===== src/rtl/blk_stage3_pkg.sv =====
// ---------------------------------------------------------------------------
// blk_stage3_pkg
// Shared types and constants for the blk_stage3 serial-capture stage.
//   blk_stage3_state_t   : capture FSM states (IDLE, SHIFT, PAR, HOLD)
//   BLK_STAGE3_WIDTH_DEF : default number of data bits per frame
// ---------------------------------------------------------------------------
package blk_stage3_pkg;

  typedef enum logic [1:0] {
    IDLE  = 2'd0,
    SHIFT = 2'd1,
    PAR   = 2'd2,
    HOLD  = 2'd3
  } blk_stage3_state_t;

  localparam int BLK_STAGE3_WIDTH_DEF = 8;

endpackage


===== src/rtl/blk_stage3_shreg.sv =====
// ---------------------------------------------------------------------------
// blk_stage3_shreg
// WIDTH-bit indexed-load shift register with bit counter. Each shift writes
// i_bit at the position given by the counter, so bit 0 is the first bit
// received (LSB first).
// Ports:
//   clk          : clock, rising edge
//   rst_n        : synchronous active-low reset
//   i_clear      : start of frame, counter back to 0
//   i_shift      : load i_bit at the current index, advance counter
//   i_bit        : serial data bit
//   o_word       : registered word assembled so far
//   o_wordNext   : o_word with i_bit merged at the current index
//   o_last       : counter points at bit WIDTH-1
// ---------------------------------------------------------------------------
module blk_stage3_shreg #(
  parameter int WIDTH = 8
) (
  input  logic             clk,
  input  logic             rst_n,
  input  logic             i_clear,
  input  logic             i_shift,
  input  logic             i_bit,
  output logic [WIDTH-1:0] o_word,
  output logic [WIDTH-1:0] o_wordNext,
  output logic             o_last
);

  localparam int CW = $clog2(WIDTH);
  localparam logic [CW-1:0] LAST_IDX = CW'(WIDTH - 1);

  logic [CW-1:0]    r_cnt;
  logic [WIDTH-1:0] r_word;

  // Counter saturates at WIDTH-1 instead of wrapping; the next start bit
  // brings it back to 0.
  always_ff @(posedge clk) begin
    if (!rst_n) begin
      r_cnt  <= '0;
      r_word <= '0;
    end else if (i_clear) begin
      r_cnt <= '0;
    end else if (i_shift) begin
      r_word[r_cnt] <= i_bit;
      if (r_cnt != LAST_IDX) begin
        r_cnt <= r_cnt + 1'b1;
      end
    end
  end

  // The top loads the output word on the same edge that samples the last
  // bit, so it needs the word including the bit being sampled right now.
  always_comb begin
    o_wordNext        = r_word;
    o_wordNext[r_cnt] = i_bit;
  end

  assign o_word = r_word;
  assign o_last = (r_cnt == LAST_IDX);

endmodule


===== src/rtl/blk_stage3.sv =====
// ---------------------------------------------------------------------------
// blk_stage3
// Serial-capture stage: detects a start bit on in1, shifts in WIDTH data
// bits LSB first, optionally checks an even-parity bit, and holds the word
// on a valid/ready interface. Line activity while a word is unaccepted is
// dropped and flagged in the sticky ovr flag.
// Optional feature macro: BLK_STAGE3_PARITY_EN (adds PAR state and perr).
// Ports:
//   clk    : clock, rising edge
//   rst_n  : synchronous active-low reset
//   in1    : serial line, idles at 0
//   ready  : downstream accepts data when high together with valid
//   data   : captured word, bit 0 = first data bit received
//   valid  : data/perr hold a word not yet accepted
//   perr   : parity error of the word in data (0 without parity)
//   ovr    : sticky overrun flag, cleared only by reset
// ---------------------------------------------------------------------------
module blk_stage3
  import blk_stage3_pkg::*;
#(
  parameter int WIDTH = BLK_STAGE3_WIDTH_DEF
) (
  input  logic             clk,
  input  logic             rst_n,
  input  logic             in1,
  input  logic             ready,
  output logic [WIDTH-1:0] data,
  output logic             valid,
  output logic             perr,
  output logic             ovr
);

  blk_stage3_state_t r_state;
  logic [WIDTH-1:0]  r_data;
  logic              r_valid;
  logic              r_ovr;

  logic              w_clear;
  logic              w_shift;
  logic              w_last;
  logic [WIDTH-1:0]  w_word;
  logic [WIDTH-1:0]  w_wordNext;

`ifdef BLK_STAGE3_PARITY_EN
  logic              r_perr;
`endif

  // A start bit is seen in IDLE, and also on a handshake edge in HOLD so
  // back-to-back frames need no idle cycle.
  assign w_clear = in1 && ((r_state == IDLE) || ((r_state == HOLD) && ready));
  assign w_shift = (r_state == SHIFT);

  blk_stage3_shreg #(
    .WIDTH(WIDTH)
  ) u_shreg (
    .clk       (clk),
    .rst_n     (rst_n),
    .i_clear   (w_clear),
    .i_shift   (w_shift),
    .i_bit     (in1),
    .o_word    (w_word),
    .o_wordNext(w_wordNext),
    .o_last    (w_last)
  );

  // Capture FSM with registered outputs.
  always_ff @(posedge clk) begin
    if (!rst_n) begin
      r_state <= IDLE;
      r_data  <= '0;
      r_valid <= 1'b0;
      r_ovr   <= 1'b0;
`ifdef BLK_STAGE3_PARITY_EN
      r_perr  <= 1'b0;
`endif
    end else begin
      case (r_state)
        IDLE: begin
          if (in1) begin
            r_state <= SHIFT;
          end
        end
        SHIFT: begin
          if (w_last) begin
`ifdef BLK_STAGE3_PARITY_EN
            r_state <= PAR;
`else
            r_data  <= w_wordNext;
            r_valid <= 1'b1;
            r_state <= HOLD;
`endif
          end
        end
`ifdef BLK_STAGE3_PARITY_EN
        PAR: begin
          // Even parity over data bits plus parity bit: nonzero XOR is an error.
          r_data  <= w_word;
          r_perr  <= (^w_word) ^ in1;
          r_valid <= 1'b1;
          r_state <= HOLD;
        end
`endif
        HOLD: begin
          if (ready) begin
            r_valid <= 1'b0;
            r_state <= in1 ? SHIFT : IDLE;
          end else if (in1) begin
            r_ovr <= 1'b1;
          end
        end
        default: begin
          r_state <= IDLE;
        end
      endcase
    end
  end

  assign data  = r_data;
  assign valid = r_valid;
  assign ovr   = r_ovr;
`ifdef BLK_STAGE3_PARITY_EN
  assign perr  = r_perr;
`else
  assign perr  = 1'b0;
`endif

endmodule


===== config.mk =====
export PLATFORM = sky130hd
export DESIGN_NAME = blk_stage3
export DESIGN_NICKNAME = d
export VERILOG_FILES = /design/src/rtl/blk_stage3_pkg.sv /design/src/rtl/blk_stage3_shreg.sv /design/src/rtl/blk_stage3.sv
export SDC_FILE = /design/constraint.sdc
export NUM_CORES = 1
export LEC_CHECK = 0
export ABC_AREA = 1
export BUFFER_PORTS_ARGS = -buffer_cell sky130_fd_sc_hd__buf_4
export CAP_MARGIN = 10
export CORE_AREA = 2 2 55 57
export DETAILED_ROUTE_END_ITERATION = 16
export DIE_AREA = 0 0 57 59
export HOLD_SLACK_MARGIN = 0.05
export PLACE_DENSITY = 0.67
export SLEW_MARGIN = 20
export SYNTH_ARGS = -nofsm -noshare
export SYNTH_HDL_FRONTEND = slang
export SYNTH_SLANG_ARGS = --single-unit

===== constraint.sdc =====
create_clock -name clk -period 3.5 [get_ports clk]
set_input_delay 0.525 -clock clk [delete_from_list [all_inputs] [get_ports clk]]
set_output_delay 0.525 -clock clk [all_outputs]
set_load 0.05 [all_outputs]

==> impl_metrics.env, run 1 <==
export IMPL_setup_viol=0
export IMPL_num_vias=1103
export IMPL_avgViaCountPerCell=4.97
export IMPL_synth_nets=188
export IMPL_min_path_cells=2
export IMPL_crit_start="u_shreg.r_cnt[1]"
export IMPL_powerDensity_nw_per_um2=352
export IMPL_clock_fmax_mhz=587
export IMPL_area_delta_synth_final_pct=9.65
export IMPL_busiest_layer="met2"
export IMPL_use_met2=0.269
export IMPL_fin_setup_tns_ns=0
export IMPL_crit_fanout=12
export IMPL_ctsHoldBuffers=0
export IMPL_insertion_delay_ns=0.31
export IMPL_relSlewSlack=0.557
export IMPL_outcome="completed"
export IMPL_path_delay_family="flip-flops"
export IMPL_die_area_um2=3360
export IMPL_cpMaxStageDelayCell="dfxtp_1"
export IMPL_grt_overflow=0
export IMPL_worst_setup_path_type="reg -> reg"
export IMPL_synth_avg_cell_area_um2=6.63
export IMPL_gp_congestion=0.919
export IMPL_fillers=280
export IMPL_ff2ff_setup_slack_ns=1.80
export IMPL_root_buffer="clkbuf_4"
export IMPL_p_sw_uw=129
export IMPL_worst_pin_slew_ns=0.664
export IMPL_die_w_um=57
export IMPL_path_depth=7
export IMPL_power_total_uw=466
export IMPL_synthArstFlopShare=0
export IMPL_initial_utilization=0.445
export IMPL_p_comb_frac=0.133
export IMPL_clock_path_buffers=2
export IMPL_hold_start="valid"
export IMPL_critPathMostFrequentCell="ha_1"
export IMPL_r2r_cells=7
export IMPL_core_area_um2=2710
export IMPL_dp_slack_ns=1.84
export IMPL_cts_tree="done"
export IMPL_ys_seq_area_frac=0.382
export IMPL_antenna_cells=0
export IMPL_syn_cell_area_um2=1210
export IMPL_path_clk_slew_ns=0.12
export IMPL_track_usage=0.158
export IMPL_wire_per_inst_um=10.7
export IMPL_cp_cell_sequence="ha_1 -> ha_1 -> inv_1 -> nand3_1 -> nand2_1 -> a21oi_1 -> nor2_1"
export IMPL_cts_htree_levels=1
export IMPL_drt_pass1_iterations=4
export IMPL_grt_max_degree=21
export IMPL_ys_ff_latch=23
export IMPL_cts_resized=0
export IMPL_chipHeight_um=59
export IMPL_use_met3=0.0306
export IMPL_p_int_uw=337
export IMPL_seqCellArea_um2=460
export IMPL_min_period_ns=1.70
export IMPL_multi_input_area_um2=568
export IMPL_synthCells=182
export IMPL_fin_ws_ns=1.80
export IMPL_met1_usage=0.198
export IMPL_cp_end_kind="flop"
export IMPL_cts_sinks=23
export IMPL_switching_share=0.276
export IMPL_min_period_over_period=0.486
export IMPL_critPathBufInv=1
export IMPL_cp_start_kind="flop"
export IMPL_worstHoldPathType="reg -> reg"
export IMPL_dpl_hpwl_um=1680
export IMPL_seqPwrFrac=0.604
export IMPL_drc=0
export IMPL_antenna_found_initial=0
export IMPL_drive_gt1_frac=0.131
export IMPL_finClkSkew_ns=0.00329
export IMPL_yosysWarnings=0
export IMPL_postRouteAntennaNets=0
export IMPL_numCtsBuffers=3
export IMPL_drt_initial_drc_count=55
export IMPL_synth_cell_types=20
export IMPL_core_rowCount=19
export IMPL_wl_um=2370
export IMPL_hold_ws_ns=0.488
export IMPL_synth_ff_type="dfxtp_1"
export IMPL_synth_edf_count=0
export IMPL_layout_nets=198
export IMPL_ir_drop_v=0.000171
export IMPL_port_buffers=13
export IMPL_rr_endpoint="r_state[0]"
export IMPL_postCtsSetupRepairBufs=0
export IMPL_leakagePower_nw=0.662
export IMPL_hold_viol=0
export IMPL_grt_pass1_vias=983
export IMPL_slowest_delay_ns=0.57
export IMPL_p_clk_frac=0.263
export IMPL_io_pins=15
export IMPL_rsz0062_at_grt="false"
export IMPL_arrival_ns=1.89
export IMPL_endpoint="r_state[0]"
export IMPL_cap_violations=0
export IMPL_r2r_start="u_shreg.r_cnt[1]"
export IMPL_grt_pass1_wl_um=4200
export IMPL_crit_required_ns=3.69
export IMPL_slew_viol_final=0
cells in the final DEF, fill, tap and decap left out, drive strengths merged:
cell type	n
a21oi	11
buf	13
clkbuf	4
conb	1
dfxtp	23
ha	2
inv	35
nand2	37
nand3	29
nand4	6
nor2	26
o21ai	3
xor2	1
state kept, by name, indices dropped and copies added (netlist names):
register        cells
ovr                 1
valid               1
data                8
r_state             2
u_shreg.r_cnt       3
u_shreg.o_word      8
metal layers:
| metal | up-vias | wire length, um |
|---|---|---|
| met1 | 476 | 1090 |
| met3 | 5 | 163 |
| met5 | - | 0 |
| li1 | 580 | - |
| met2 | 42 | 1080 |
| met4 | 0 | 35 |
cell type report:
type,count,area share
clock buffers,4,0.0199
repair buffers,13,0.0738
multi-input cells,116,0.430
flip-flops and latches,23,0.348
inverters,35,0.0993
well taps,31,0.0293
logic make-up (layout without fill, tap and decap cells):
kind of cell / after synthesis / count (layout) / share of synthesized area
and+or+nand+nor: 98 / 98 / 0.382
DFF: 23 / 23 / 0.382
AOI/OAI and AO/OA: 14 / 14 / 0.0581
other: 1 / 1 / 0.00311
xor gates and xnor gates: 1 / 1 / 0.00726
buffers and inverters: 43 / 52 / 0.147
adders and majority gates: 2 / 2 / 0.0207
power groups by stage:
stage                     clock, mW  sequential (mW)  combinational, mW
after floorplan                   0            0.282             0.0567
after global placement            0            0.287             0.0599
after detailed placement          0            0.287             0.0612
after CTS                     0.126            0.281             0.0618
after global routing          0.136            0.283             0.0711
final                         0.123            0.282             0.0620
stage by stage:
stage | instance area, um2 | instances | utilization
finish | 1320 | 222 | 0.488
floorplan | 1210 | 182 | -
detailed placement | 1300 | 218 | 0.478
global route | 1320 | 222 | 0.488
CTS | 1320 | 222 | 0.488
global placement | 1300 | 218 | 0.478
cells in the mapped netlist (2+ instances only):
| master | count | area share |
|---|---|---|
| ha_1 | 2 | 0.021 |
| nand3_1 | 29 | 0.12 |
| inv_2 | 2 | 0.0062 |
| clkbuf_1 | 2 | 0.0062 |
| a21oi_1 | 11 | 0.046 |
| nor2_2 | 4 | 0.021 |
| nor2_1 | 20 | 0.062 |
| nand4_1 | 6 | 0.031 |
| buf_2 | 4 | 0.017 |
| nand2_1 | 36 | 0.11 |
| o21ai_0 | 3 | 0.012 |
| inv_1 | 33 | 0.10 |
| dfxtp_1 | 23 | 0.38 |
worst min-delay path: cells and delay by family (launching register included):
family         cells  cell delay, ns
flip-flops         1            0.33
AO/OA/AOI/OAI      2            0.13
how the worst min path moves through the flow:
stage / slack [ns] / end
after floorplan: 0.53 / u_shreg.o_word[0]
after global placement: 0.46 / ovr
after detailed placement: 0.47 / ovr
after CTS: 0.50 / ovr
after global routing: 0.51 / ovr
final: 0.49 / valid
Power figures use the tool's default switching activity.
==> run 2: changes to the inputs <==
--- a/config.mk
+++ b/config.mk
@@ -12,7 +12,7 @@
 export DETAILED_ROUTE_END_ITERATION = 16
 export DIE_AREA = 0 0 57 59
 export HOLD_SLACK_MARGIN = 0.05
-export PLACE_DENSITY = 0.67
+export PLACE_DENSITY = 0.69
 export SLEW_MARGIN = 20
 export SYNTH_ARGS = -nofsm -noshare
 export SYNTH_HDL_FRONTEND = slang
==> constraint.sdc (replaced) <==
create_clock -name clk -period 1.5 [get_ports clk]
set_input_delay 0.225 -clock clk [delete_from_list [all_inputs] [get_ports clk]]
set_output_delay 0.225 -clock clk [all_outputs]
set_load 0.05 [all_outputs]
==> run 2 against run 1 <==
Clock skew is 0.0020 ns higher. First-iteration DRC count decreased by 27%. Final cell count grew 1.8%. Global-route usage decreased by 0.33 points. Setup slack worse by 1.7 ns. Combinational power grew to 2.6 times the previous value. Sequential power is 130% higher. Fmax up 23%.
==> impl_metrics.env, run 2 (synthesized netlist as in run 1, its figures left out) <==
export IMPL_die_area_um2=3360
export IMPL_numCtsBuffers=3
export IMPL_use_met3=0.0284
export IMPL_antenna_cells=0
export IMPL_core_area_um2=2710
export IMPL_setup_viol=0
export IMPL_final_cells=226
export IMPL_drive_gt1_frac=0.159
export IMPL_hold_viol=0
export IMPL_powerDensity_nw_per_um2=809
export IMPL_fin_area_um2=1370
export IMPL_track_usage=0.155
export IMPL_finClkSkew_ns=0.00531
export IMPL_ir_drop_v=0.000574
export IMPL_avgViaCountPerCell=4.92
export IMPL_cap_violations=0
export IMPL_worstHoldPathType="in -> reg"
export IMPL_ff2ff_setup_slack_ns=0.12
export IMPL_met1_usage=0.190
export IMPL_crit_fanout=8
export IMPL_slew_viol_final=0
export IMPL_grt_pass1_wl_um=4180
export IMPL_antenna_found_initial=0
export IMPL_cts_tree="done"
export IMPL_cts_sinks=23
export IMPL_postCtsSetupRepairBufs=0
export IMPL_path_clk_slew_ns=0.13
export IMPL_port_buffers=13
export IMPL_cp_start_kind="flop"
export IMPL_fin_ws_ns=0.116
export IMPL_io_pins=15
export IMPL_num_vias=1112
export IMPL_grt_pass1_vias=1022
export IMPL_dpl_cell_area_um2=1340
export IMPL_initial_utilization=0.445
export IMPL_clock_fmax_mhz=723
export IMPL_busiest_layer="met2"
export IMPL_clock_path_buffers=2
export IMPL_crit_required_ns=1.74
export IMPL_leakagePower_nw=0.691
export IMPL_min_period_over_period=0.922
export IMPL_min_period_ns=1.38
export IMPL_placed_cells=222
export IMPL_gp_congestion=0.756
export IMPL_fin_setup_tns_ns=0
export IMPL_cp_end_kind="flop"
export IMPL_wire_per_inst_um=10.5
export IMPL_die_w_um=57
export IMPL_wl_um=2380
export IMPL_outcome="completed"
export IMPL_arrival_ns=1.62
export IMPL_rsz0062_at_grt="false"
export IMPL_insertion_delay_ns=0.32
export IMPL_grt_overflow=0
export IMPL_mostFrequentLayoutCells="36 x nand2_1, 33 x inv_1, 28 x nand3_1, 23 x dfxtp_1, 20 x nor2_1"
export IMPL_postRouteAntennaNets=0
export IMPL_grt_max_degree=20
export IMPL_chipHeight_um=59
export IMPL_root_buffer="clkbuf_4"
export IMPL_use_met2=0.271
export IMPL_layout_nets=202
export IMPL_dpl_hpwl_um=1810
export IMPL_layout_commonest_cell="nand2_1"
export IMPL_core_rowCount=19
export IMPL_cts_htree_levels=1
export IMPL_hold_ws_ns=0.193
export IMPL_drc=0
export IMPL_drt_initial_drc_count=40
export IMPL_area_delta_synth_final_pct=13.9
export IMPL_dp_slack_ns=0.116
export IMPL_drt_pass1_iterations=4
export IMPL_worst_setup_path_type="reg -> reg"
-- run 2: area by class of cell --
cell class | count | area (um2)
Fill cell | 286 | 1340
Inverter | 35 | 131
Sequential cell | 23 | 460
Timing Repair Buffer | 17 | 140
Clock buffer | 3 | 22.5
Clock inverter | 1 | 7.51
Multi-Input combinational cell | 116 | 573
Tap cell | 31 | 38.8
-- run 2: layer usage --
| metal | up-vias | routed length, um |
|---|---|---|
| met5 | - | 0 |
| met3 | 4 | 119 |
| li1 | 587 | - |
| met4 | 0 | 34 |
| met1 | 490 | 1120 |
| met2 | 31 | 1110 |
-- run 2: where the power goes --
part / internal (mW) / total [mW] / switching, mW
Clock: 0.102 / 0.297 / 0.196
Sequential: 0.634 / 0.650 / 0.0153
Combinational: 0.0590 / 0.164 / 0.105
Total: 0.795 / 1.11 / 0.315
-- run 2: through the flow --
stage                util  power (mW)
floorplan               -       0.792
global placement    0.494       0.816
detailed placement  0.494       0.826
CTS                 0.505        1.12
global route        0.507        1.17
finish              0.507        1.11
-- run 2: what timing repair did --
item / CTS / global route
hold buffers: 0 / 0
hold endpoints to repair: 0 / 0
resized for setup: 0 / 1
endpoints found under the setup margin: 0 / 6
-- run 2: final timing paths --
kind                                        from          endpoint  cells past startpoint
worst max-delay path            u_shreg.r_cnt[1]           data[6]                      7
worst min register to register             valid             valid                      2
worst min-delay path                       rst_n  u_shreg.r_cnt[2]                      3
worst max register to register  u_shreg.r_cnt[1]           data[6]                      7
-- run 2: critical path, cell delays in order, from the launching register on --
cell and delay (ns):
dfxtp_1 0.36, ha_1 0.14, ha_1 0.21, inv_1 0.13, nor2_4 0.21, nand3_1 0.13, nand2_1 0.08, inv_1 0.03
==> run 3: changes to the inputs <==
--- a/config.mk
+++ b/config.mk
@@ -5,14 +5,14 @@
 export SDC_FILE = /design/constraint.sdc
 export NUM_CORES = 1
 export LEC_CHECK = 0
-export ABC_AREA = 1
 export BUFFER_PORTS_ARGS = -buffer_cell sky130_fd_sc_hd__buf_4
 export CAP_MARGIN = 10
-export CORE_AREA = 2 2 55 57
+export CORE_AREA = 2 2 54 56
 export DETAILED_ROUTE_END_ITERATION = 16
-export DIE_AREA = 0 0 57 59
+export DIE_AREA = 0 0 56 58
 export HOLD_SLACK_MARGIN = 0.05
 export PLACE_DENSITY = 0.69
+export SETUP_SLACK_MARGIN = 0.2
 export SLEW_MARGIN = 20
 export SYNTH_ARGS = -nofsm -noshare
 export SYNTH_HDL_FRONTEND = slang
==> run 3 against run 2 <==
Final cell count is 26% lower. Register-to-register slack better by 0.06 ns. Highest routed layer unchanged. Die area is 3.4% lower.
==> impl_metrics.env, run 3 <==
export IMPL_outcome="completed"
export IMPL_p_clk_frac=0.282
export IMPL_p_sw_uw=258
export IMPL_postRouteAntennaNets=0
export IMPL_synth_edf_count=0
export IMPL_clock_fmax_mhz=753
export IMPL_grt_pass1_wl_um=3780
export IMPL_min_period_over_period=0.885
export IMPL_gp_congestion=0.713
export IMPL_fin_util=0.511
export IMPL_hold_viol=0
export IMPL_min_period_ns=1.33
export IMPL_die_w_um=56
export IMPL_layout_commonest_cell="dfxtp_1"
export IMPL_avgViaCountPerCell=5.46
export IMPL_initial_utilization=0.431
export IMPL_core_area_um2=2660
export IMPL_syn_cell_area_um2=1150
export IMPL_drt_pass1_iterations=4
export IMPL_ys_seq_area_frac=0.401
export IMPL_layout_nets=144
export IMPL_mostFrequentLayoutCells="20 x dfxtp_1, 18 x buf_4, 15 x nand2_1, 10 x mux2i_1, 8 x o21ai_2"
export IMPL_cp_start_kind="flop"
export IMPL_path_clk_slew_ns=0.12
export IMPL_powerDensity_nw_per_um2=745
export IMPL_insertion_delay_ns=0.31
export IMPL_antenna_cells=0
export IMPL_cts_tree="done"
export IMPL_setup_viol=0
export IMPL_antenna_found_initial=0
export IMPL_rsz0062_at_grt="true"
export IMPL_grt_max_degree=23
export IMPL_wl_um=2400
export IMPL_drt_initial_drc_count=20
export IMPL_dpl_hpwl_um=1560
export IMPL_arrival_ns=1.53
export IMPL_grt_overflow=0
export IMPL_wire_per_inst_um=14.3
export IMPL_cts_sinks=23
export IMPL_synth_cell_types=33
export IMPL_synth_top_area_frac=0.401
export IMPL_crit_required_ns=1.70
export IMPL_io_pins=15
export IMPL_cap_violations=0
export IMPL_yosysWarnings=0
export IMPL_ctsHoldBuffers=0
export IMPL_synth_ff_type="dfxtp_1"
export IMPL_area_delta_synth_final_pct=18.5
export IMPL_synth_avg_cell_area_um2=9.25
export IMPL_drive_gt1_frac=0.328
export IMPL_clock_path_buffers=2
export IMPL_p_int_uw=755
export IMPL_synth_nets=130
export IMPL_root_buffer="clkbuf_4"
export IMPL_synth_common_cells="23 x dfxtp_1, 15 x nand2_1, 13 x o21ai_0"
export IMPL_switching_share=0.255
export IMPL_grt_pass1_vias=872
export IMPL_ys_ff_latch=23
export IMPL_finClkSkew_ns=0.00364
export IMPL_fillers=260
export IMPL_core_rowCount=19
export IMPL_crit_fanout=3
export IMPL_yosysTopAreaCell="dfxtp_1"
export IMPL_track_usage=0.148
export IMPL_power_total_mw=1.01
export IMPL_chipHeight_um=58
export IMPL_num_vias=917
export IMPL_synth_area_leaders="dfxtp_1 40%, mux2i_1 8.7%, o21ai_0 5.7%"
export IMPL_synthArstFlopShare=0
export IMPL_cp_end_kind="flop"
export IMPL_seqPwrFrac=0.621
export IMPL_worst_setup_path_type="reg -> reg"
export IMPL_drc=0
export IMPL_leakagePower_nw=0.566
export IMPL_cts_htree_levels=1
export IMPL_synthCells=124
export IMPL_worstHoldPathType="in -> reg"
export IMPL_ir_drop_v=0.000651
export IMPL_numCtsBuffers=3
export IMPL_fin_setup_tns_ns=0
export IMPL_port_buffers=13
export IMPL_die_area_um2=3250
export IMPL_slew_viol_final=0
export IMPL_p_comb_frac=0.096
export IMPL_yosysMostFrequentCell="dfxtp_1"
-- run 3: changes by cell type after synthesis, moves of 3 or more --
| cell | previous run | this run |
|---|---|---|
| nand4_1 | 6 | 1 |
| a31oi_1 | 0 | 4 |
| nor2_1 | 20 | 5 |
| o31ai_1 | 0 | 4 |
| o211ai_1 | 0 | 3 |
| buf_4 | 1 | 4 |
| nor2_2 | 4 | 0 |
| nand3_1 | 29 | 3 |
| nand2_1 | 36 | 15 |
| o21ai_0 | 3 | 13 |
| mux2i_1 | 0 | 10 |
| inv_1 | 33 | 2 |
| a21oi_1 | 11 | 6 |
-- run 3: layer usage --
metal | vias to the layer above | GRT usage | part of all wire
met5 | - | 0 | 0
met4 | 0 | 0.0408 | 0.0088
met3 | 2 | 0.0402 | 0.030
met2 | 15 | 0.274 | 0.50
met1 | 434 | 0.168 | 0.46
li1 | 466 | - | -
-- run 3: power by group through the flow --
stage	clock network [mW]	registers (mW)	logic [mW]
3_3_place_gp	0	0.642	0.0910
3_5_place_dp	0	0.643	0.0941
6_report	0.286	0.630	0.0977
4_1_cts	0.294	0.629	0.0947
2_1_floorplan	0	0.640	0.0776
5_1_grt	0.317	0.632	0.108
-- run 3: cell families after synthesis --
family,Yosys count,synth area share
simple gates,38,0.205
xor+xnor,1,0.00763
buf+inv,13,0.0796
fa+ha+maj,2,0.0218
mux,10,0.0872
flops,23,0.401
other cells,1,0.00327
compound gates,36,0.194
-- run 3: final cells by class --
type	count	area [um2]	area share
multi-input cells	88	662	0.487
well taps	31	38.8	0.0285
inverters	2	7.51	0.00552
clock buffers	3	22.5	0.0166
repair buffers	20	158	0.116
clock inverters	1	5.00	0.00368
flip-flops and latches	23	467	0.343
-- run 3: timing repair --
| action | in CTS | in global routing |
|---|---|---|
| pin swaps | 0 | 4 |
| setup buffers | 1 | 0 |
| endpoints found under the setup margin | 12 | 14 |
| resized for setup | 8 | 13 |
| endpoints found under the hold margin | 0 | 0 |
| gates cloned | 0 | 1 |
-- run 3: critical path, cell delays in order, from the launching register on --
cell and delay [ns]:
dfxtp_4 0.37, ha_4 0.15, ha_4 0.16, nor3b_4 0.25, mux2i_1 0.23, nor2_1 0.05
-- run 3: path summary, 6_finish.rpt --
kind / start / end / slack [ns] / depth (start not counted)
min reg2reg: u_shreg.o_word[2] / u_shreg.o_word[2] / 0.47 / 2
max reg2reg: u_shreg.r_cnt[0] / u_shreg.r_cnt[2] / 0.17 / 5
min: ready / r_state[1] / 0.12 / 2
max: u_shreg.r_cnt[0] / u_shreg.r_cnt[2] / 0.17 / 5
-- run 3: metrics by stage --
stage / worst slack (ns) / cell area (um2) / cells / hold WS, ns
final: 0.172 / 1360 / 168 / 0.120
after global routing: 0.0909 / 1360 / 168 / 0.106
after CTS: 0.162 / 1310 / 167 / 0.108
after detailed placement: 0.150 / 1270 / 162 / 0.454
after global placement: 0.196 / 1270 / 162 / 0.446
after floorplan: 0.166 / 1180 / 124 / 0.322
